$ cat src/rtl/hwpe_tcdm_to_axi_pkg.sv
// Shared HWPE control-path types: 32-bit TCDM request/response and single-beat AXI4 channels.
package hwpe_tcdm_to_axi_pkg;

  localparam int unsigned CtrlAddrWidth = 32;
  localparam int unsigned CtrlDataWidth = 32;
  localparam int unsigned CtrlStrbWidth = CtrlDataWidth / 8;
  localparam int unsigned CtrlIdWidth   = 2;
  localparam int unsigned CtrlUserWidth = 4;
  localparam int unsigned AmoWidth      = 4;

  localparam logic [1:0] BurstIncr = 2'b01;
  localparam logic [1:0] RespOkay  = 2'b00;

  typedef logic [CtrlAddrWidth-1:0] addr_t;
  typedef logic [CtrlDataWidth-1:0] data_t;
  typedef logic [CtrlStrbWidth-1:0] strb_t;
  typedef logic [CtrlIdWidth-1:0]   id_t;
  typedef logic [CtrlUserWidth-1:0] user_t;

  typedef enum logic [1:0] {IDLE, RD, WR} state_e;

  typedef struct packed {
    addr_t                addr;
    logic                 write;
    data_t                data;
    strb_t                strb;
    logic [AmoWidth-1:0]  amo;
    user_t                user;
  } tcdm_req_chan_t;

  typedef struct packed {
    data_t data;
  } tcdm_rsp_chan_t;

  typedef struct packed {
    logic           q_valid;
    tcdm_req_chan_t q;
  } tcdm_req_t;

  typedef struct packed {
    logic           q_ready;
    logic           p_valid;
    tcdm_rsp_chan_t p;
  } tcdm_rsp_t;

  typedef struct packed {
    id_t        id;
    addr_t      addr;
    logic [7:0] len;
    logic [2:0] size;
    logic [1:0] burst;
    logic       lock;
    logic [3:0] cache;
    logic [2:0] prot;
    logic [3:0] qos;
    logic [3:0] region;
    logic [5:0] atop;
    user_t      user;
  } axi_aw_chan_t;

  typedef struct packed {
    data_t data;
    strb_t strb;
    logic  last;
    user_t user;
  } axi_w_chan_t;

  typedef struct packed {
    id_t        id;
    logic [1:0] resp;
    user_t      user;
  } axi_b_chan_t;

  typedef struct packed {
    id_t        id;
    addr_t      addr;
    logic [7:0] len;
    logic [2:0] size;
    logic [1:0] burst;
    logic       lock;
    logic [3:0] cache;
    logic [2:0] prot;
    logic [3:0] qos;
    logic [3:0] region;
    user_t      user;
  } axi_ar_chan_t;

  typedef struct packed {
    id_t        id;
    data_t      data;
    logic [1:0] resp;
    logic       last;
    user_t      user;
  } axi_r_chan_t;

  typedef struct packed {
    logic         aw_valid;
    axi_aw_chan_t aw;
    logic         w_valid;
    axi_w_chan_t  w;
    logic         b_ready;
    logic         ar_valid;
    axi_ar_chan_t ar;
    logic         r_ready;
  } axi_req_t;

  typedef struct packed {
    logic        aw_ready;
    logic        ar_ready;
    logic        w_ready;
    logic        b_valid;
    axi_b_chan_t b;
    logic        r_valid;
    axi_r_chan_t r;
  } axi_rsp_t;

  function automatic logic [2:0] axi_size(int unsigned data_width);
    return (data_width == 64) ? 3'd3 : 3'd2;
  endfunction

endpackage

$ cat src/rtl/hwpe_tcdm_to_axi.sv
// TCDM master to single-beat AXI4 master bridge; responses return in request order because
// the request stream drains completely before switching between reads and writes.
module hwpe_tcdm_to_axi
  import hwpe_tcdm_to_axi_pkg::*;
#(
  parameter int unsigned      AddrWidth      = 32,
  parameter int unsigned      DataWidth      = 32,
  parameter int unsigned      IdWidth        = 2,
  parameter logic [IdWidth-1:0] AxiId        = '0,
  parameter int unsigned      MaxOutstanding = 4
) (
  input  logic      clk_i,
  input  logic      rst_i,
  input  tcdm_req_t tcdm_req_i,
  output tcdm_rsp_t tcdm_rsp_o,
  output axi_req_t  axi_req_o,
  input  axi_rsp_t  axi_rsp_i,
  output logic      err_o
);

  localparam int unsigned         CntWidth = $clog2(MaxOutstanding + 1);
  localparam logic [CntWidth-1:0] CntMax   = CntWidth'(MaxOutstanding);
  localparam logic [2:0]          AxiSize  = axi_size(DataWidth);

  state_e                 state_q, state_d;
  logic [CntWidth-1:0]    cnt_q, cnt_d;
  logic                   pend_write_q, pend_write_d;
  logic                   aw_pend_q, aw_pend_d, w_pend_q, w_pend_d;
  logic [AddrWidth-1:0]   addr_q, addr_d;
  data_t                  data_q, data_d;
  strb_t                  strb_q, strb_d;
  user_t                  user_q, user_d;
  logic                   p_valid_q, p_valid_d;
  data_t                  p_data_q, p_data_d;
  logic                   rsp_err_q, rsp_err_d;

  logic q_ready, accept, rsp_hs;
  logic unused_rsp;

  // Only one direction is ever in flight, so B and R never collide.
  assign q_ready = !rst_i && (state_q == IDLE) && (cnt_q < CntMax) &&
                   ((cnt_q == '0) || (tcdm_req_i.q.write == pend_write_q));
  assign accept  = tcdm_req_i.q_valid && q_ready;
  assign rsp_hs  = axi_rsp_i.b_valid || axi_rsp_i.r_valid;

  assign unused_rsp = ^{axi_rsp_i.b.id, axi_rsp_i.b.user, axi_rsp_i.r.id,
                        axi_rsp_i.r.last, axi_rsp_i.r.user};

  always_ff @(posedge clk_i or posedge rst_i) begin
    if (rst_i) begin
      state_q   <= IDLE;
      aw_pend_q <= 1'b0;
      w_pend_q  <= 1'b0;
    end else begin
      state_q   <= state_d;
      aw_pend_q <= aw_pend_d;
      w_pend_q  <= w_pend_d;
    end
  end

  always_comb begin
    state_d   = state_q;
    aw_pend_d = aw_pend_q;
    w_pend_d  = w_pend_q;
    unique case (state_q)
      IDLE: if (accept) begin
        state_d   = tcdm_req_i.q.write ? WR : RD;
        aw_pend_d = tcdm_req_i.q.write;
        w_pend_d  = tcdm_req_i.q.write;
      end
      RD: if (axi_rsp_i.ar_ready) state_d = IDLE;
      WR: begin
        aw_pend_d = aw_pend_q && !axi_rsp_i.aw_ready;
        w_pend_d  = w_pend_q && !axi_rsp_i.w_ready;
        if (!aw_pend_d && !w_pend_d) state_d = IDLE;
      end
      default: state_d = IDLE;
    endcase
  end

  always_comb begin
    axi_req_o            = '0;
    axi_req_o.aw_valid   = (state_q == WR) && aw_pend_q;
    axi_req_o.aw.id      = AxiId;
    axi_req_o.aw.addr    = addr_q;
    axi_req_o.aw.size    = AxiSize;
    axi_req_o.aw.burst   = BurstIncr;
    axi_req_o.aw.user    = user_q;
    axi_req_o.w_valid    = (state_q == WR) && w_pend_q;
    axi_req_o.w.data     = data_q;
    axi_req_o.w.strb     = strb_q;
    axi_req_o.w.last     = 1'b1;
    axi_req_o.w.user     = user_q;
    axi_req_o.ar_valid   = (state_q == RD);
    axi_req_o.ar.id      = AxiId;
    axi_req_o.ar.addr    = addr_q;
    axi_req_o.ar.size    = AxiSize;
    axi_req_o.ar.burst   = BurstIncr;
    axi_req_o.ar.user    = user_q;
    axi_req_o.b_ready    = 1'b1;
    axi_req_o.r_ready    = 1'b1;
    tcdm_rsp_o           = '0;
    tcdm_rsp_o.q_ready   = q_ready;
    tcdm_rsp_o.p_valid   = p_valid_q;
    tcdm_rsp_o.p.data    = p_data_q;
    err_o = rsp_err_q || (accept && (tcdm_req_i.q.amo != '0));
  end

  // Request latch, outstanding counter and the single response register.
  always_comb begin
    cnt_d        = cnt_q;
    pend_write_d = pend_write_q;
    addr_d       = addr_q;
    data_d       = data_q;
    strb_d       = strb_q;
    user_d       = user_q;
    if (accept) begin
      pend_write_d = tcdm_req_i.q.write;
      addr_d       = tcdm_req_i.q.addr;
      data_d       = tcdm_req_i.q.data;
      strb_d       = tcdm_req_i.q.strb;
      user_d       = tcdm_req_i.q.user;
    end
    if (accept && !rsp_hs)      cnt_d = cnt_q + CntWidth'(1);
    else if (!accept && rsp_hs) cnt_d = cnt_q - CntWidth'(1);
    p_valid_d = rsp_hs;
    p_data_d  = axi_rsp_i.r_valid ? axi_rsp_i.r.data : '0;
    rsp_err_d = (axi_rsp_i.b_valid && (axi_rsp_i.b.resp != RespOkay)) ||
                (axi_rsp_i.r_valid && (axi_rsp_i.r.resp != RespOkay));
  end

  always_ff @(posedge clk_i or posedge rst_i) begin
    if (rst_i) begin
      cnt_q        <= '0;
      pend_write_q <= 1'b0;
      addr_q       <= '0;
      data_q       <= '0;
      strb_q       <= '0;
      user_q       <= '0;
      p_valid_q    <= 1'b0;
      p_data_q     <= '0;
      rsp_err_q    <= 1'b0;
    end else begin
      cnt_q        <= cnt_d;
      pend_write_q <= pend_write_d;
      addr_q       <= addr_d;
      data_q       <= data_d;
      strb_q       <= strb_d;
      user_q       <= user_d;
      p_valid_q    <= p_valid_d;
      p_data_q     <= p_data_d;
      rsp_err_q    <= rsp_err_d;
    end
  end

endmodule

$ cat config.mk
export PLATFORM = sky130hd
export DESIGN_NAME = hwpe_tcdm_to_axi
export DESIGN_NICKNAME = d
export VERILOG_FILES = /design/src/rtl/hwpe_tcdm_to_axi_pkg.sv /design/src/rtl/hwpe_tcdm_to_axi.sv
export SDC_FILE = /design/constraint.sdc
export NUM_CORES = 1
export LEC_CHECK = 0
export CORE_AREA = 2 2 138 140
export DETAILED_ROUTE_END_ITERATION = 10
export DIE_AREA = 0 0 140 142
export PLACE_DENSITY = 0.75
export SYNTH_ARGS = -nofsm -noshare
export SYNTH_HDL_FRONTEND = slang
export SYNTH_SLANG_ARGS = --single-unit
$ cat constraint.sdc
create_clock -name clk_i -period 8.18 [get_ports clk_i]
set_clock_uncertainty 0.15 [all_clocks]
set_input_delay 1.636 -clock clk_i [delete_from_list [all_inputs] [get_ports clk_i]]
set_output_delay 1.636 -clock clk_i [all_outputs]
set_load 0.1 [all_outputs]
After elaboration in Yosys (flattened, before gate mapping)
Index checks and enable logic that the tools add are counted.
- muxes and demuxes: 11
- reduce and logical (&&, ||, !) cells: 34
- add/sub/neg operators: 2
- $lt $le $gt $ge: 1
- equality and inequality tests: 6
- operators by type and width (kind ; count):
    $mux W32 ; 1
    $logic_and A1 B1 Y1 ; 14
    $mux W2 ; 4
    $reduce_bool A2 Y1 ; 4
    $logic_not A1 Y1 ; 7
    $mux W3 ; 2
    $pmux W2 S3 ; 1
    $logic_or A1 B1 Y1 ; 4
    $ne A2 B2 Y1 const B ; 2
    $pmux W1 S2 ; 2
    $reduce_bool A4 Y1 ; 1
    $add A3 B1 Y3 const B ; 1
    $logic_not A3 Y1 ; 1
    $lt A3 B3 Y1 const B ; 1
    $reduce_and A3 Y1 ; 1
    $sub A3 B1 Y3 const B ; 1
    $eq A2 B1 Y1 const B ; 1
    $eq A2 B2 Y1 const B ; 1
    $logic_not A2 Y1 ; 1
    $ne A2 B1 Y1 const B ; 1
    $reduce_and A2 Y1 ; 1
    $eq A1 B1 Y1 ; 1
    $mux W1 ; 1
- bits in registers: 114
- output and inout bits: 221
- word-level logic and storage cells: 66

Longest topological paths before layout
- word-level depth: 9
- depth in mapped cells: 10
- gate-level depth less buffers: 9

Worst setup path before layout
OpenSTA, ideal clock, no wires.
- kind: input -> output
- start: in rst_i
- end: out err_o
- buffers on the path: 0
- path slack: 2.848 ns
- cell stages on the path: 3
- data required time: 6.394 ns
- data arrival time: 3.546 ns
- cell sequence: nor4_2 o211ai_2 o21bai_1
- word-level cells in the longest chain between the ends: 7
- ends and longest elaborated chain (item ; line ; RTL):
    start, declared ; hwpe_tcdm_to_axi.sv:13 ; input logic rst_i,
    $logic_not A1 Y1 (no line) ; -- ;
    $logic_and A1 B1 Y1 (3 in a row) ; hwpe_tcdm_to_axi.sv:41 ; assign q_ready = !rst_i && (state_q == IDLE) && (cnt_q < CntMax) &&
    $logic_and A1 B1 Y1 ; hwpe_tcdm_to_axi.sv:43 ; assign accept = tcdm_req_i.q_valid && q_ready;
    $logic_and A1 B1 Y1 ; hwpe_tcdm_to_axi.sv:106 ; err_o = rsp_err_q || (accept && (tcdm_req_i.q.amo != '0));
    $logic_or A1 B1 Y1 ; hwpe_tcdm_to_axi.sv:106 ;
    end, declared ; hwpe_tcdm_to_axi.sv:18 ; output logic err_o
No other way between the ends.

Worst setup path in the final report
Ends and elaborated chain as after synthesis.

==> flow_summary.toml <==
[floorplan]
die_area_um2 = 19900
rows = 50
die_h_um = 142
start_util = 0.286
die_x_um = 140
io_pins = 355
core-area_um2 = 18500

[placed_design]
dp_cells = 834
place.port_buffers = 270
hpwl_mm = 9.86
place_congestion = 0.690
post-place-ws_ps = 2270

[logic_synthesis]
yosys-top-cells-area = "dfrtp_1 54%, buf_4 16%, mux2_4 14%, mux2_2 5.6%, and2_1 4.0%"
synth_top_area_frac = 0.541
synth_flop_cell = "dfrtp_1"
yosys_warnings = 0
synth_cells = 382
syn_avg_cell_area_um2 = 13.8
synth_enable_flop_cells = 0
synth_area_um2 = 5270
async_flop_share = 1.00
yosysSeqAreaShare = 0.541
synth_area_leader_cell = "dfrtp_1"
ys_seq_elements = 114
synth_cell_types = 26

[critical_path]
cp-end-kind = "output port"
r2r_slack_ps = 5240
timing.rr.start = "state_q[1]$_DFFE_PP0P_"
crit_path_start_kind = "primary input"
crit_fanout = 5
worstPathRequired_ps = 6390
reg2reg_to = "cnt_q[2]$_DFFE_PP0P_"
r2r_cells = 9
crit_type = "in -> out"
worstPathArrival_ps = 4120

[hold_path]
hp-start = "strb_q[3]$_DFFE_PP0P_"
hold_path.class = "reg -> reg"
hold_path_end = "strb_q[3]$_DFFE_PP0P_"
whs_path_depth = 1

[layout]
areaGrowthSynthToFinish_pct = 56.7
fin_util = 0.448
fillCellCount = 1699
final_common_cell = "clkdlybuf4s50_1"
nets = 755
final_cell_mix = "270 x clkdlybuf4s50_1, 114 x dfrtp_1, 71 x conb_1"
finalNonFillerCells = 867
drive_gt1_frac = 0.177

[timing]
relSlewSlack = 0.286
fmax_mhz = 169
rsz0062_at_grt = "no"
setup_tns_ps = 0
drv_slew = 0
layout_min_cycle_time_ps = 5910
timing.final.crit_share = 0.722
final_hold_viol_count = 0
setup_slack_ps = 2270
setup_viol = 0
tightest_slew_ps = 1070

[clock_tree]
cts_max_level = 4
cts_buffer_depth = 2
clk_latency_ps = 410
cts.sinks = 114
clk_pin_slew_ps = 50
cts_resized = 0
cts_buffers = 17
hold_buffers = 0
cts_tree = "done"
cts_setup_buffers = 0
cts-root-buf = "clkbuf_16"

[status]
status = "finished with violations"
violations = "DRC"

[global_route]
antenna_found_initial = 1
grt_pass1_wl_mm = 19.4
grt_overflow = 0
grt_max_degree = 69
grt_use_total = 0.131
first_global_vias = 3339

[drt]
drt_iter0_drc = 177
ant_nets = 0
wl_per_cell_um = 15.0
totalWireLength_mm = 13.0
drc = 50
avgViaCountPerCell = 3.90
drt_first_pass_iters = 9
vias = 3380

[job]
cap_violations = 0
how the worst max path moves through the flow:
stage | start | end | slack [ps] | cells after the start
after global placement | rst_i | err_o | 2330 | 5
after global routing | rst_i | err_o | 2140 | 5
final | rst_i | err_o | 2270 | 5
after floorplan | rst_i | err_o | 2850 | 3
after detailed placement | rst_i | err_o | 2270 | 5
after CTS | rst_i | err_o | 2260 | 5
per-layer routing:
metal | share of wire | GRT usage
met5 | 0 | 0
met2 | 0.51 | 0.220
met1 | 0.37 | 0.149
met4 | 0.0072 | 0.0447
met3 | 0.11 | 0.0589
registers in the layout, indices dropped and copies added, names as in the netlist:
name	cells
addr_q	32
data_q	32
p_data_q	32
strb_q	4
user_q	4
cnt_q	3
state_q	2
aw_pend_q	1
p_valid_q	1
pend_write_q	1
rsp_err_q	1
w_pend_q	1
per-stage QoR:
| step | area, um2 | hold slack [ps] |
|---|---|---|
| 4_1_cts | 8260 | 362 |
| 2_1_floorplan | 5530 | 312 |
| 5_1_grt | 8260 | 377 |
| 3_3_place_gp | 7620 | 331 |
| 3_5_place_dp | 7620 | 339 |
| 6_report | 8270 | 357 |
synthesized netlist by cell type, types with 2 or more instances:
master	instances
clkbuf_1	3
buf_6	6
mux2_4	50
nor2_1	3
conb_1	2
o21ai_0	4
and2_1	34
xnor2_1	2
buf_4	113
xor2_1	2
buf_2	2
a21boi_0	2
inv_1	5
nor2b_1	4
mux2_2	26
dfrtp_1	114
worst max-delay path: stages:
cell and delay (ps):
clkdlybuf4s50_1 500, nor4_2 330, o211ai_2 280, o21bai_1 210, clkdlybuf4s50_1 1170
final cells by class:
| type | instances | area (um2) | area share |
|---|---|---|---|
| multi-input combinational | 207 | 1720 | 0.208 |
| tap | 234 | 293 | 0.0354 |
| sequential | 114 | 2850 | 0.345 |
| clock inverter | 10 | 180 | 0.0218 |
| inverter | 6 | 27.5 | 0.00333 |
| clock buffer | 22 | 464 | 0.0562 |
| timing repair buffer | 273 | 2730 | 0.330 |
| antenna | 1 | 2.50 | 0.000303 |
kinds of logic (layout without fill, tap and decap cells):
logic type / after synthesis / after routing / share of synthesized area
buf+inv: 130 / 311 / 0.182
flops: 114 / 114 / 0.541
mux: 76 / 76 / 0.198
simple gates: 44 / 44 / 0.0515
compound gates: 10 / 10 / 0.0135
xor+xnor: 4 / 4 / 0.00664
fa+ha+maj: 2 / 2 / 0.00617
other cells: 2 / 72 / 0.00142
Power is not shown: default switching activity piles up to over one toggle a cycle in this logic, so the estimate is an artifact.
